==> config.mk <==
export PLATFORM = sky130hd
export DESIGN_NAME = abc_vector_sequencer
export DESIGN_NICKNAME = d
export VERILOG_FILES = /design/src/rtl/abc_vector_sequencer_pkg.sv /design/src/rtl/abc_vector_sequencer.sv
export SDC_FILE = /design/constraint.sdc
export NUM_CORES = 1
export LEC_CHECK = 0
export ABC_AREA = 1
export CORE_AREA = 2 2 52 54
export CTS_CLUSTER_SIZE = 12
export DETAILED_ROUTE_END_ITERATION = 6
export DIE_AREA = 0 0 54 56
export SLEW_MARGIN = 20
export SYNTH_ARGS = -nofsm -noshare
export SYNTH_HDL_FRONTEND = slang
export SYNTH_SLANG_ARGS = --single-unit
==> constraint.sdc <==
create_clock -name clk -period 2 [get_ports clk]
set_input_delay 0.2 -clock clk [delete_from_list [all_inputs] [get_ports clk]]
set_output_delay 0.2 -clock clk [all_outputs]
set_load 0.05 [all_outputs]
==> src/rtl/abc_vector_sequencer_pkg.sv <==
// rtl/abc_vector_sequencer_pkg.sv - shared state encoding and constants for the ABC vector sequencer
package abc_vector_sequencer_pkg;

    typedef enum logic [1:0] {
        ST_IDLE   = 2'd0,
        ST_DRIVE  = 2'd1,
        ST_FINISH = 2'd2
    } seq_state_t;

    localparam logic [7:0] DEFAULT_TRUTH = 8'hF1;
    localparam int         NUM_VEC       = 8;
    localparam logic [2:0] LAST_VEC      = 3'(NUM_VEC - 1);

endpackage

==> src/rtl/abc_vector_sequencer.sv <==
// rtl/abc_vector_sequencer.sv - sweeps all {a,b,c} vectors and checks x_in against a golden truth table
module abc_vector_sequencer
    import abc_vector_sequencer_pkg::*;
#(
    parameter int         HOLD_CYCLES = 4,
    parameter logic [7:0] TRUTH       = DEFAULT_TRUTH
) (
    input  logic       clk,
    input  logic       rst,
    input  logic       start,
    output logic       a,
    output logic       b,
    output logic       c,
    input  logic       x_in,
    output logic [2:0] vec_idx,
    output logic       busy,
    output logic       mismatch,
    output logic [3:0] err_cnt,
    output logic       done,
    output logic       pass
);

    seq_state_t state;
    seq_state_t next_state;
    logic [3:0] hold_cnt;
    logic       accept;
    logic       sample;

    // a/b/c are the bits of the registered vector index, so {a,b,c}==vec_idx always
    assign a = vec_idx[2];
    assign b = vec_idx[1];
    assign c = vec_idx[0];

    assign accept = (state == ST_IDLE) && start;
    assign sample = (state == ST_DRIVE) && (hold_cnt == 4'(HOLD_CYCLES - 1));

    always_ff @(posedge clk or posedge rst) begin
        if (rst) begin
            state <= ST_IDLE;
        end else begin
            state <= next_state;
        end
    end

    always_comb begin
        next_state = state;
        unique case (state)
            ST_IDLE: begin
                if (start) begin
                    next_state = ST_DRIVE;
                end
            end
            ST_DRIVE: begin
                if (sample && (vec_idx == LAST_VEC)) begin
                    next_state = ST_FINISH;
                end
            end
            ST_FINISH: begin
                next_state = ST_IDLE;
            end
            default: begin
                next_state = ST_IDLE;
            end
        endcase
    end

    always_ff @(posedge clk or posedge rst) begin
        if (rst) begin
            vec_idx  <= 3'd0;
            hold_cnt <= 4'd0;
            busy     <= 1'b0;
            mismatch <= 1'b0;
            err_cnt  <= 4'd0;
            done     <= 1'b0;
            pass     <= 1'b0;
        end else begin
            mismatch <= 1'b0;
            done     <= 1'b0;
            if (accept) begin
                vec_idx  <= 3'd0;
                hold_cnt <= 4'd0;
                err_cnt  <= 4'd0;
                pass     <= 1'b0;
                busy     <= 1'b1;
            end else if (state == ST_DRIVE) begin
                if (sample) begin
                    if (x_in != TRUTH[vec_idx]) begin
                        err_cnt  <= err_cnt + 4'd1;
                        mismatch <= 1'b1;
                    end
                    hold_cnt <= 4'd0;
                    // The last vector stays on the outputs after the sweep
                    if (vec_idx != LAST_VEC) begin
                        vec_idx <= vec_idx + 3'd1;
                    end
                end else begin
                    hold_cnt <= hold_cnt + 4'd1;
                end
            end else if (state == ST_FINISH) begin
                done <= 1'b1;
                busy <= 1'b0;
                pass <= (err_cnt == 4'd0);
            end
        end
    end

endmodule

==> metrics list <==
* Clk slew on worst S/H paths: 0.10 ns
* Final core utilization: 0.471
- Based on the critical path, the design can be clocked at up to 562 MHz.
* Critical path class: register to primary output
- In this run, synthesis produced a sequential element count of 17.
- The die is 56 µm tall.
- DRC viols: 0
- Data arrival, critical path: 1.58 ns
- RR Startpoint: vec_idx[0]
- The number of clock buffers added by TritonCTS is 3.
- The netlist uses 20 different library cells.
* # rows: 18
- The number of antenna diodes in the final layout is 0.
- At the end of the flow, the number of nets in the layout was 135.
- Detail Route Antenna Nets: 0
- At the worst endpoint, the required time is 1.80 ns.
* Final-report setup violation count: 0
- The share of the Yosys chip area taken by registers is 0.450.
- By area the synthesized netlist is led by sky130_fd_sc_hd__dfrtp_1 45%, sky130_fd_sc_hd__nand2_1 12%, sky130_fd_sc_hd__ha_1 7.9%.
- The clock drives 17 sinks.
- Cell type with the highest aggregate area in the netlist: sky130_fd_sc_hd__dfrtp_1
* Cell chain of the critical path: clkdlybuf4s50_1
- In the final routed layout, each cell accounts on average for 11.3 µm.
- IR Drop Worst-Case VDD: 0.677 mV
- Across the routed clock network, the largest skew measured is 0.00347 ns.
- The share of synthesized area in the top cell type comes to 0.450.
- Post-CTS setup-driven buffer insertion count: 0
- Post-detailed-placement half-perimeter wirelength: 1.27 mm
- The detailed router finished its first iteration with 15 violations.
- Layout cell share with drive strength beyond 1: 0.105
- In the global route stage, overall resource usage came out at 0.140.
- Count of endpoints failing hold in the final timing report: 0
- Excluding fillers, the count of instances in the completed layout stands at 154.
* Leading cell type in the layout, fill and taps excluded: sky130_fd_sc_hd__nand2_1
- Number of global-route vias before repair: 679
- Pin count of the biggest net entering global routing: 18
- Area after detailed placement: 1120 µm²
- Post-placement setup slack: 0.541 ns
- Simple-gate area share of the yosys netlist: 0.303
- Wire length of the first global-routing pass: 3.12 mm
- Critical path's top delay family: buffers and inverters
* Die area: 3020 µm²
- For this block, the routed nets add up to 1.75 mm of wire.
* Result of the run: completed
- Across all layers, the routed design uses 736 vias.
* Top-level I/O count: 18
- Startpoint type of the worst setup path: register
* Placed cells: 150
- The initial utilization of the core area, before any placement, comes to 0.389.
- Setup repair after global routing left no endpoint under its margin.
- Slack of the critical path: 0.220 ns
* Clock Tree Buf Depth: 2
- Count of input and output buffers: 17
- The die is 54 µm wide.
* Combinational family with the most area after synthesis: simple AND/OR/NAND/NOR gates
- Area fraction in compound gates after synthesis: 0.0622
- Before antenna repair, the detailed router went through 4 iterations.
- Initial antenna violation count: 0
* HP Class: input pin to async pin
* Cell type of the slowest stage on the worst timing path: sky130_fd_sc_hd__clkdlybuf4s50_1
- Area added between synthesis and finish: 21.2%
- Synthesized area: 946 µm²
- Net count after synthesis: 117
* Slowest stage delay, CP: 0.84 ns
* Tcrit/Tclk final: 0.890
* Kind of end point of the critical path: primary output
* TritonCTS clock tree: done
* Setup crit start: err_cnt[2]
- For this run, the number of Yosys warnings is 0.
- The cell sitting at the root of the clock tree is a sky130_fd_sc_hd__clkbuf_4.
* Layout fillers: 246
- Mux cell area share after synthesis: 0
- CP bufs+invs: 1
* Latest clock arrival within the worst-skew pair: 0.29 ns
- The sequential cells in the finished layout cover a total of 425 µm².
- Once layout is done, the placed cells without fillers occupy 1150 µm².
* Post-synthesis share of cell area spent on xor and xnor gates: 0.0185
- Largest fanout of any net on the critical path: 6
- Deepest level of the CTS H-tree: 1
- Core Footprint: 2430 µm²
- Synthesis produced 107 cells.
- Via-to-Cell Ratio: 4.78
- Max-cap violations in this run came to 0.
- Area of the multi-input gates: 438 µm²
- The number of max-slew violations in the final report came to 0.
- Total power divided by cell area: 1440 nW/µm²
* Number of buffers inserted by hold repair at cts: 0
* Average cell area after synthesis: 8.84 µm²
* Actual slew at the worst max-slew pin: 0.644 ns
- Summed over all cells, the static leakage comes to 0.565 nW.
- Final RePlAce weighted congestion: 0.747
* Post_cts resized: 0
* Relative max-transition margin: 0.570
- Summed negative setup slack over all endpoints: 0 ns
* Grt ovf: 0
- Counting I/O delays and the setup requirement, the final critical path takes 1.78 ns.
- Most frequent cells in the layout: 29 x sky130_fd_sc_hd__nand2_1, 17 x sky130_fd_sc_hd__dfrtp_1, 17 x sky130_fd_sc_hd__clkdlybuf4s50_1
- Of the total synthesized cell area, the portion taken by full adders, half adders and majority gates is 0.0794.
[routing by layer]
metal,GRT usage,vias to the layer above,share of wire
met1,0.204,338,0.49
met4,0.0643,0,0.0074
met3,0.0242,2,0.040
met2,0.197,16,0.47
li1,-,380,-
met5,0,-,0
[cells by family after synthesis]
logic type      count (synthesis)
flops                          17
buf+inv                        17
xor+xnor                        2
compound gates                 11
simple gates                   54
fa+ha+maj                       6
[area by class of cell]
class                           instances  area share
Clock buffer                            4      0.0229
Multi-Input combinational cell         73       0.382
Inverter                               13      0.0426
Timing Repair Buffer                   17       0.148
Sequential cell                        17       0.371
Tap cell                               30      0.0328
[registers in the layout, indices dropped and copies added, names as in the netlist]
| name | count |
|---|---|
| err_cnt | 4 |
| hold_cnt | 4 |
| vec_idx | 3 |
| state | 2 |
| busy | 1 |
| done | 1 |
| mismatch | 1 |
| pass | 1 |
[synth_stat cells, drive strengths merged]
cell	number
nand2	31
dfrtp	17
inv	13
nand3	8
nor2	8
nand4	7
o21ai	7
ha	6
buf	4
a21oi	3
xor2	2
a22o	1
[report_power, final]
group | internal [mW] | switching (mW)
clock | 0.0775 | 0.107
combinational | 0.313 | 0.593
sequential | 0.442 | 0.120
total | 0.832 | 0.820
[through the flow]
step / power [mW] / hold WS [ns]
final: 1.65 / 0.287
after global routing: 1.78 / 0.381
after CTS: 1.67 / 0.316
after detailed placement: 1.48 / 0.490
after global placement: 1.46 / 0.480
after floorplan: 1.26 / 0.126
[final timing paths]
path	slack [ns]	cells past startpoint	end
worst max-delay path	0.22	1	err_cnt[2]
worst min-delay path	0.29	2	err_cnt[0]
worst max register to register	0.67	8	err_cnt[2]
worst min register to register	0.52	2	busy
max in group asynchronous	1.30	2	state[0]
min in group clk	0.52	2	busy
(Power assumes the default switching activity.)
